### config.mk
export PLATFORM = sky130hd
export DESIGN_NAME = adc_scan_ctrl
export DESIGN_NICKNAME = d
export VERILOG_FILES = /design/src/rtl/adc_scan_ctrl.sv
export SDC_FILE = /design/constraint.sdc
export NUM_CORES = 1
export LEC_CHECK = 0
export ABC_AREA = 1
export ABC_CLOCK_PERIOD_IN_PS = 1700
export BUFFER_PORTS_ARGS = -buffer_cell sky130_fd_sc_hd__buf_2
export CAP_MARGIN = 0
export CELL_PAD_IN_SITES_DETAIL_PLACEMENT = 2
export CELL_PAD_IN_SITES_GLOBAL_PLACEMENT = 2
export CORE_ASPECT_RATIO = 0.9
export CORE_UTILIZATION = 32
export CTS_CLUSTER_DIAMETER = 100
export DETAILED_ROUTE_END_ITERATION = 8
export PLACE_DENSITY_LB_ADDON = 0.1
export SYNTH_ARGS = -nofsm -noshare
export SYNTH_HDL_FRONTEND = slang
export SYNTH_SLANG_ARGS = --single-unit
### constraint.sdc
create_clock -name i_sclk -period 1.7 [get_ports i_sclk]
set_input_delay 0.255 -clock i_sclk [delete_from_list [all_inputs] [get_ports i_sclk]]
set_output_delay 0.255 -clock i_sclk [all_outputs]
set_load 0.01 [all_outputs]
### src/rtl/adc_scan_ctrl.sv
// adc_scan_ctrl: multi-channel SPI scan controller for AD7888-class 8-channel ADCs.
// Derives SCLK/CS/DIN from i_sclk, shifts 16-bit frames, walks the enabled
// channel mask (single-shot or continuous) and returns channel-tagged results
// over a valid/ready interface. ADC results lag one frame behind the address.
module adc_scan_ctrl #(
  parameter int unsigned CLK_DIV = 4,
  parameter int unsigned DATA_W  = 12,
  parameter int unsigned CS_GAP  = 2,
  parameter int unsigned REF_BIT = 0
) (
  input  logic              i_sclk,
  input  logic              i_rst_n,
  input  logic              i_start,
  input  logic              i_cont,
  input  logic              i_stop,
  input  logic [7:0]        i_ch_mask,
  output logic              o_busy,
  output logic              o_done,
  output logic [DATA_W-1:0] o_data,
  output logic [2:0]        o_ch,
  output logic              o_valid,
  input  logic              i_ready,
  output logic              o_overrun,
  output logic              o_spi_sclk,
  output logic              o_spi_cs,
  output logic              o_spi_dout,
  input  logic              i_spi_din
);

  localparam int unsigned FRAME_W = 16;
  localparam int unsigned HALF    = CLK_DIV / 2;
  localparam int unsigned CNT_MAX = (HALF > CS_GAP) ? HALF : CS_GAP;
  localparam int unsigned CNT_W   = $clog2(CNT_MAX + 1);
  localparam int unsigned BIT_W   = $clog2(FRAME_W);
  localparam int unsigned NCH_W   = 4;

  typedef enum logic [2:0] {
    S_IDLE,
    S_SETUP,
    S_SHIFT,
    S_HOLD,
    S_GAP
  } state_t;

  state_t               state;
  logic [CNT_W-1:0]     cnt;
  logic [BIT_W-1:0]     bit_idx;
  logic [FRAME_W-1:0]   tx;
  logic [DATA_W-1:0]    shreg;
  logic [7:0]           mask;
  logic                 cont;
  logic                 stop_req;
  logic                 flush;
  logic                 first;
  logic [NCH_W-1:0]     frames_left;
  logic [2:0]           cur_addr;
  logic [2:0]           prev_addr;

  logic [2:0]           nxt_addr;
  logic [FRAME_W-1:0]   nxt_word;
  logic                 stop_now;
  logic                 scan_last;

  // Lowest enabled channel of a mask (0 when the mask is empty).
  function automatic logic [2:0] first_ch(input logic [7:0] m);
    logic [2:0] r;
    r = 3'd0;
    for (int i = 7; i >= 0; i--) begin
      if (m[i]) r = 3'(i);
    end
    return r;
  endfunction

  // Next enabled channel above c, wrapping to the lowest one.
  function automatic logic [2:0] next_ch(input logic [7:0] m, input logic [2:0] c);
    logic [2:0] r;
    r = first_ch(m);
    for (int i = 7; i >= 0; i--) begin
      if (m[i] && (i > int'(c))) r = 3'(i);
    end
    return r;
  endfunction

  // Number of enabled channels.
  function automatic logic [NCH_W-1:0] count_ch(input logic [7:0] m);
    logic [NCH_W-1:0] n;
    n = '0;
    for (int i = 0; i < 8; i++) begin
      n = n + NCH_W'(m[i]);
    end
    return n;
  endfunction

  // ADC control word for a channel address.
  function automatic logic [FRAME_W-1:0] frame_word(input logic [2:0] a);
    return {2'b00, a, 1'(REF_BIT), 2'b00, 8'h00};
  endfunction

  // Address and control word of the frame about to start.
  always_comb begin
    nxt_addr = (state == S_IDLE) ? first_ch(i_ch_mask) : next_ch(mask, cur_addr);
    nxt_word = frame_word(nxt_addr);
  end

  // End-of-scan decision taken when the inter-frame gap expires.
  always_comb begin
    stop_now  = stop_req | i_stop;
    scan_last = 1'b0;
    if (cont) begin
      scan_last = flush;
    end else begin
      scan_last = (frames_left == '0) || stop_now;
    end
  end

  // Scan FSM with SPI pin generation, result capture and handshake.
  always_ff @(posedge i_sclk or negedge i_rst_n) begin
    if (!i_rst_n) begin
      state       <= S_IDLE;
      cnt         <= '0;
      bit_idx     <= '0;
      tx          <= '0;
      shreg       <= '0;
      mask        <= '0;
      cont        <= 1'b0;
      stop_req    <= 1'b0;
      flush       <= 1'b0;
      first       <= 1'b0;
      frames_left <= '0;
      cur_addr    <= '0;
      prev_addr   <= '0;
      o_busy      <= 1'b0;
      o_done      <= 1'b0;
      o_data      <= '0;
      o_ch        <= '0;
      o_valid     <= 1'b0;
      o_overrun   <= 1'b0;
      o_spi_sclk  <= 1'b1;
      o_spi_cs    <= 1'b1;
      o_spi_dout  <= 1'b0;
    end else begin
      o_done <= 1'b0;
      if (o_valid && i_ready) o_valid <= 1'b0;
      if (i_stop && (state != S_IDLE)) stop_req <= 1'b1;

      case (state)
        S_IDLE: begin
          if (i_start) begin
            if (i_ch_mask != 8'h00) begin
              mask        <= i_ch_mask;
              cont        <= i_cont;
              frames_left <= count_ch(i_ch_mask) + NCH_W'(1);
              stop_req    <= 1'b0;
              flush       <= 1'b0;
              first       <= 1'b1;
              o_overrun   <= 1'b0;
              o_busy      <= 1'b1;
              cur_addr    <= nxt_addr;
              prev_addr   <= nxt_addr;
              tx          <= nxt_word;
              o_spi_dout  <= nxt_word[FRAME_W-1];
              o_spi_cs    <= 1'b0;
              cnt         <= '0;
              state       <= S_SETUP;
            end else begin
              o_done <= 1'b1;
            end
          end
        end

        // CS low, SCLK high, MSB presented before the first falling edge.
        S_SETUP: begin
          if (cnt == CNT_W'(HALF - 1)) begin
            cnt        <= '0;
            bit_idx    <= '0;
            o_spi_sclk <= 1'b0;
            o_spi_dout <= tx[FRAME_W-1];
            state      <= S_SHIFT;
          end else begin
            cnt <= cnt + CNT_W'(1);
          end
        end

        // Falling edge drives DIN, rising edge captures DOUT.
        S_SHIFT: begin
          if (cnt == CNT_W'(HALF - 1)) begin
            cnt <= '0;
            if (!o_spi_sclk) begin
              o_spi_sclk <= 1'b1;
              shreg      <= {shreg[DATA_W-2:0], i_spi_din};
            end else if (bit_idx == BIT_W'(FRAME_W - 1)) begin
              state <= S_HOLD;
            end else begin
              o_spi_sclk <= 1'b0;
              o_spi_dout <= tx[FRAME_W-2];
              tx         <= {tx[FRAME_W-2:0], 1'b0};
              bit_idx    <= bit_idx + BIT_W'(1);
            end
          end else begin
            cnt <= cnt + CNT_W'(1);
          end
        end

        // SCLK stays high, then CS releases and the previous address's data lands.
        S_HOLD: begin
          if (cnt == CNT_W'(HALF - 1)) begin
            cnt         <= '0;
            o_spi_cs    <= 1'b1;
            o_spi_dout  <= 1'b0;
            frames_left <= frames_left - NCH_W'(frames_left != '0);
            state       <= S_GAP;
            if (!first) begin
              o_data  <= shreg;
              o_ch    <= prev_addr;
              o_valid <= 1'b1;
              if (o_valid && !i_ready) o_overrun <= 1'b1;
            end
          end else begin
            cnt <= cnt + CNT_W'(1);
          end
        end

        // CS high between frames; either launch the next frame or finish.
        S_GAP: begin
          if (cnt == CNT_W'(CS_GAP - 1)) begin
            cnt <= '0;
            if (scan_last) begin
              o_busy <= 1'b0;
              o_done <= 1'b1;
              state  <= S_IDLE;
            end else begin
              if (cont && stop_now) flush <= 1'b1;
              first      <= 1'b0;
              prev_addr  <= cur_addr;
              cur_addr   <= nxt_addr;
              tx         <= nxt_word;
              o_spi_dout <= nxt_word[FRAME_W-1];
              o_spi_cs   <= 1'b0;
              state      <= S_SETUP;
            end
          end else begin
            cnt <= cnt + CNT_W'(1);
          end
        end

        default: begin
          state <= S_IDLE;
        end
      endcase
    end
  end

endmodule

==> results.md, run 1 <==
- Register area share after synthesis: 50.0%
- Synth async-reset ratio: 100%
- Hold Crit Start: i_cont
- Pwr dens: roughly 2300 mW/mm^2
- TritonCTS clock tree: yes
- Ratio of final minimum period to clock period: 147%
- Crit start category: primary input
- Critical Path RT: 1.97 ns
- Leakage power: 0.00279 uW
- Yosys top cell area share: 48.5%
- GR Util All Layers: 27.2%
- CTS Sinks: 70
- Num CTS Buffers: 9
- Top FF cell, synth: dfrtp_1
- Critical Path AT: around 2.8 ns
- Netlist cell types: 41
- Top cell by count, worst path: fa_1
- DR DRC count: 0
- Core Rows: 35
- Fill cell count: between 1000 and 1500
- Clock power share: 16.6%
- Sequential power share: 21.2%
- Final Hold Viols: 0
- CTS clk-pin slew, worst paths: 0.06 ns
- Slew @ Worst Pin: 0.630 ns
- Gate Count Post-Synth: between 400 and 500
- Switching Share: 46.4%
- Largest net degree at the start of global routing: 34
- FF-to-FF path depth: 10
- Setup_tns: -10.99 ns
- HPWL after DPL: between 8000 and 9000 um
- Die X-Extent: 112 um
- Min Hold Slack: 0.142 ns
- Power share of the combinational group: 62.3%
- Crit-path leading delay family: adder cells
- Skew final: 0.0140 ns
- Failing checks: negative setup slack
- Status: complete, but fails checks
- Worst vdd ir: 0.00107 V
- Critical Path End Type: flip-flop
- Fmax: approximately 400 MHz
- WL/cell: 27.5 um
- Syn avg cell area: 8.38 sq um
- Die Height: 101 um
- Slew Viols, Final: 0
- Synth cell count leaders: 100 x nand2_1, 72 x inv_1, 68 x dfrtp_1
- WP buf/inv: 4
- R2R Setup Slk: -0.50 ns
- Largest fanout on the critical path: 2
- Fin cells: 698
- Area contributors post-synth: dfrtp_1 48%, nand2_1 11%, o21ai_0 8.3%
- Worst Hold Class: in -> reg
- R2r endpoint: bit_idx[3]
- CP Class: in -> reg
- Slowest library cell on the worst path: fa_1
- Hold Crit Endpoint: cont
- Initial antenna violation count: 1
- CP Cell Sequence: buf_8, inv_6, ha_4, fa_1, fa_1, inv_2, fa_2, inv_2, fa_1, nor2_1, o21ai_1, o21ai_1
- Vias: around 3700
- Clk buf depth: 2
- Ys Warns: 0
- Max-cap viol count: 0
- Synthesized cell area: 0.00351 sq mm
- RSZ-0062 raised after global routing: true
- Gpl congestion: 0.778
- Slew headroom: 57.7%
- Fraction of layout cells with a size suffix above 1: 47.7%
- WHS Path Cells: 3
- I/O pin cnt: 37
- DIE AREA: 0.0114 sq mm
- Final setup vio count: 55
- Count leader, synth: nand2_1
- IO Port Bufs: 36
- Min cycle time layout: 2.51 ns
- Syn nets: between 400 and 500
- Nets: 588
- Worst-Skew Late Latency: 0.34 ns
- Mean number of vias per cell: 5.37
- Routed wire length: 19200 um
- Final setup margin: -0.807 ns
- CP max stage delay: 0.51 ns
- Library cell with the largest summed area after synthesis: dfrtp_1
- Post-synth EDFFs: 0
- Antenna Nets Post-Route: 0
- Root buf cell: clkbuf_16
- Synth-to-layout area growth: 60.3%
- Cell count after placement: 645
- CTS H-tree lvls: 3
- Yosys reg bits: 70
- Core area: 0.0105 sq mm
- Switch Pwr: 5920 uW
- Initial Util: 33.5%
- FF-to-FF Start: cnt[1]
- DR pass1 iterations: 4
- GR Overflow Total: 0
- Internal: 6850 uW
- First DRT Iteration DRCs: 215
- Vias in the first global route: approximately 4000
- First-pass GRT wire length: 22700 um
## worst max-delay path by stage
stage	start	end	slack [ns]	cells past startpoint
final	i_ch_mask[0]	frames_left[1]	-0.81	12
after global routing	i_ch_mask[0]	frames_left[2]	-0.88	13
after CTS	i_ch_mask[0]	frames_left[1]	-0.79	12
after floorplan	i_ch_mask[2]	frames_left[1]	-0.90	11
after global placement	i_ch_mask[2]	frames_left[1]	-1.18	12
after detailed placement	i_ch_mask[2]	frames_left[1]	-1.34	12
## power by group through the flow
stage / logic (uW) / registers [uW] / clock network (uW)
after CTS: 5860 / 2590 / 2100
after detailed placement: 4510 / 2600 / 0
after floorplan: 2410 / 2590 / 0
after global placement: 4260 / 2550 / 0
final: 7950 / 2700 / 2110
after global routing: 8300 / 2740 / 2180
## kinds of logic after synthesis
family,count (synthesis),share of synthesized area (%)
AOI/OAI and AO/OA,92,14.5
and+or+nand+nor,159,20.4
buffers and inverters,83,9.27
adders and majority gates,10,4.42
muxes,3,0.962
xor gates and xnor gates,2,0.499
DFF,70,50.0
## area by class of cell
class,instances,area [sq um],area share (%)
multi-input cells,266,1870,33.1
flip-flops and latches,70,1760,31.2
repair buffers,139,1180,21.0
inverters,76,330,5.87
clock buffers,11,243,4.31
well taps,129,161,2.87
clock inverters,5,82.6,1.47
repair inverters,1,6.26,0.111
diodes,1,2.50,0.0445
## cells in the final DEF (no fill, tap or decap), types with 11 or more instances in the layout
master,synthesis,layout
nand2_1,100,77
buf_4,0,77
dfrtp_1,68,66
inv_1,72,55
buf_2,1,33
o21ai_0,58,23
o21ai_1,1,20
o21ai_2,0,16
buf_6,1,16
nor2_1,24,15
nand2_2,0,12
nand2_4,2,12
clkbuf_16,0,11
## worst min-delay path, cell delays in order
cell	delay, ns
buf_2	0.09
nand2_2	0.04
o21ai_1	0.06
## state kept, by name (all words and copies together) (netlist names), 2 cells and up
register	cells
prev_addr	3
shreg	12
tx	5
cnt	2
cur_addr	3
state	3
frames_left	4
o_ch	3
mask	8
o_data	12
bit_idx	4
## stage by stage
stage,worst slack (ns),cell area [sq um],utilization (%),power (uW)
2_1_floorplan,-0.901,3550,-,5000
3_3_place_gp,-1.18,4410,42.2,6810
3_5_place_dp,-1.34,4410,42.2,7100
4_1_cts,-0.789,5170,49.4,10600
5_1_grt,-0.881,5630,53.8,13200
6_report,-0.807,5630,53.8,12800
## layer usage
metal | track usage [%] | vias up | routed length, um
li1 | - | 1629 | -
met1 | 31.2 | 1944 | 7710
met2 | 51.2 | 126 | 9990
met3 | 5.03 | 47 | 744
met4 | 9.64 | 0 | 728
met5 | 0 | - | 0
## timing repair
item / 4_1_cts / 5_1_grt
pin swaps: 25 / 21
resized for setup: 102 / 86
hold endpoints to repair: 25 / 0
setup endpoints to repair: 39 / 59
hold buffers: 1 / 0
buffers inserted: 13 / 20
cloned: 3 / 1
No activity file was read; power rests on OpenSTA's default activity.
==> run 2: changes to the inputs <==
CORE_ASPECT_RATIO = unset   (was 0.9)
==> run 2 against run 1 <==
The run still ends with negative setup slack left; critical path depth up 1; global-route usage down 4.2 points; final area down 11%; worst setup slack better by 0.0085 ns; sequential cell count unchanged; power down 21%; clock skew up 0.012 ns; register-to-register slack better by 0.19 ns; critical path type unchanged; critical endpoint is now frames_left[2].
==> results.md, run 2 (synthesis gave the netlist of run 1 again) <==
- CTS clk-pin slew, worst paths: 0.10 ns
- Worst-Skew Late Latency: 0.38 ns
- Critical Path RT: 1.95 ns
- Slew headroom: 71.6%
- Crit start category: primary input
- Largest net degree at the start of global routing: 71
- CTS Sinks: 70
- I/O pin cnt: 37
- CP Cell Sequence: buf_8, inv_6, ha_4, fa_1, fa_1, inv_1, fa_2, inv_2, fa_1, xor2_1, nand2_1, o211ai_1, nand2_1
- Vias in the first global route: 3859
- Antenna Nets Post-Route: 0
- Multi-input logic area: 0.00168 sq mm
- Die Height: 107 um
- Cell area after layout: around 0.0050 sq mm
- GR Util All Layers: 23.0%
- Pwr dens: 2000 mW/mm^2
- Post-placement cell area: 0.00435 sq mm
- DR DRC count: 0
- Min cycle time layout: ~2.5 ns
- Gpl congestion: 0.761
- Mean number of vias per cell: 5.00
- Num CTS Buffers: 9
- Skew final: approximately 0.026 ns
- Slowest library cell on the worst path: fa_1
- Sequential power share: 26.3%
- DIE AREA: 0.0114 sq mm
- HPWL after DPL: 7610 um
- Clock power share: 15.9%
- Crit-path leading delay family: adder cells
- Vias: between 3000 and 4000
- Core area: 0.0105 sq mm
- GR Overflow Total: 0
- RSZ-0062 raised after global routing: true
- WP buf/inv: 4
- Failing checks: negative setup slack
- Die X-Extent: between 100 and 150 um
- Power share of the combinational group: 57.8%
- Critical Path AT: 2.74 ns
- CP max stage delay: 0.49 ns
- Status: complete, but fails checks
- Switching Share: a little under half
- Final setup vio count: 43
- Routed wire length: 13900 um
- Fmax: about 400 MHz
- First DRT Iteration DRCs: approximately 100
- Fill cell count: 1150
- Initial Util: 33.6%
- Sequential Area: between 0.0015 and 0.002 sq mm
- Final Hold Viols: 0
- Synth-to-layout area growth: 43.2%
- Internal: 5420 uW
- Most frequent cells in the layout: 85 x nand2_1, 66 x dfrtp_1, 66 x buf_4
- Slew Viols, Final: 0
- R2R Setup Slk: -0.31 ns
- TritonCTS clock tree: yes
- Slew @ Worst Pin: around 0.42 ns
- Setup_tns: -9.02 ns
- Total power: 10100 uW
- WL/cell: 20.5 um
- Critical Path End Type: flip-flop
- Clk buf depth: 2
- IO Port Bufs: 36
- Top cell by count, worst path: fa_1
- DR pass1 iterations: 4
- Switch Pwr: 4640 uW
- Fraction of layout cells with a size suffix above 1: 38.4%
- Max-cap viol count: 0
- Worst vdd ir: 0.000675 V
- Root buf cell: clkbuf_8
- Largest fanout on the critical path: 2
- Worst Hold Class: in -> reg
- Leakage power: between 0.002 and 0.003 uW
- CTS H-tree lvls: 3
- Ratio of final minimum period to clock period: 147%
- Largest regs: o_data: 12 flops, shreg: 12 flops, mask: 8 flops
- CP Class: in -> reg
- Commonest non-fill, non-tap cell in the layout: nand2_1
- Initial antenna violation count: 0
- First-pass GRT wire length: between 15000 and 20000 um
- Core Rows: 37
- Nets: approximately 560
- Final setup margin: -0.798 ns
- Antenna Diode Count: 0
==> run 2: per-stage QoR <==
step                instances  setup WS (ns)  hold slack [ns]  utilization (%)
finish                    680         -0.798           0.0957             48.1
detailed placement        644          -1.21            0.324             41.5
CTS                       675         -0.653           0.0789             46.8
global placement          644          -1.16            0.321             41.5
global route              680         -0.844            0.110             48.1
floorplan                 419         -0.901          -0.0406                -
==> run 2: worst register-to-register path, cell delays in order (launching register included) <==
cell	delay, ns
dfrtp_1	0.49
buf_6	0.17
nor2_4	0.06
buf_4	0.14
nand2_2	0.13
nand2_8	0.10
buf_4	0.14
nor2_1	0.22
nand2_4	0.12
nor4_4	0.23
a21oi_1	0.11
==> run 2: layer usage <==
metal	global-route usage, %	part of all wire [%]	wire length, um
met4	9.20	2.9	407
met1	25.7	40	5520
met3	3.71	2.3	319
met5	0	0	0
met2	43.0	55	7680
==> run 2: repair_timing <==
item                       in CTS  in global routing
hold endpoints to repair       68                  0
hold buffers                    1                  0
buffers inserted               11                  5
gates cloned                    3                  0
resized for setup              79                 24
pin swaps                      14                  6
setup endpoints to repair      49                 54
==> run 2: power by group through the flow <==
stage          Sequential (uW)  Combinational, uW  Clock (uW)
2_1_floorplan             2590               2410           0
3_3_place_gp              2560               4090           0
3_5_place_dp              2590               4290           0
4_1_cts                   2590               5130        1610
5_1_grt                   2700               6290        1680
6_report                  2640               5820        1600
==> run 2: final timing paths <==
| check | startpoint | end | cells past startpoint |
|---|---|---|---|
| max | i_ch_mask[0] | frames_left[2] | 13 |
| min | i_ready | o_valid | 2 |
| max reg2reg | state[2] | state[0] | 10 |
| min reg2reg | o_data[0] | o_data[0] | 2 |
| max in group asynchronous | i_rst_n | o_spi_sclk | 3 |
| min in group asynchronous | i_rst_n | frames_left[1] | 3 |
==> run 2: layout make-up <==
cell class | instances | share of cell area [%]
clock buffers | 9 | 2.46
clock inverters | 7 | 1.94
inverters | 76 | 6.30
multi-input cells | 266 | 33.4
flip-flops and latches | 70 | 34.9
well taps | 136 | 3.38
repair buffers | 116 | 17.6
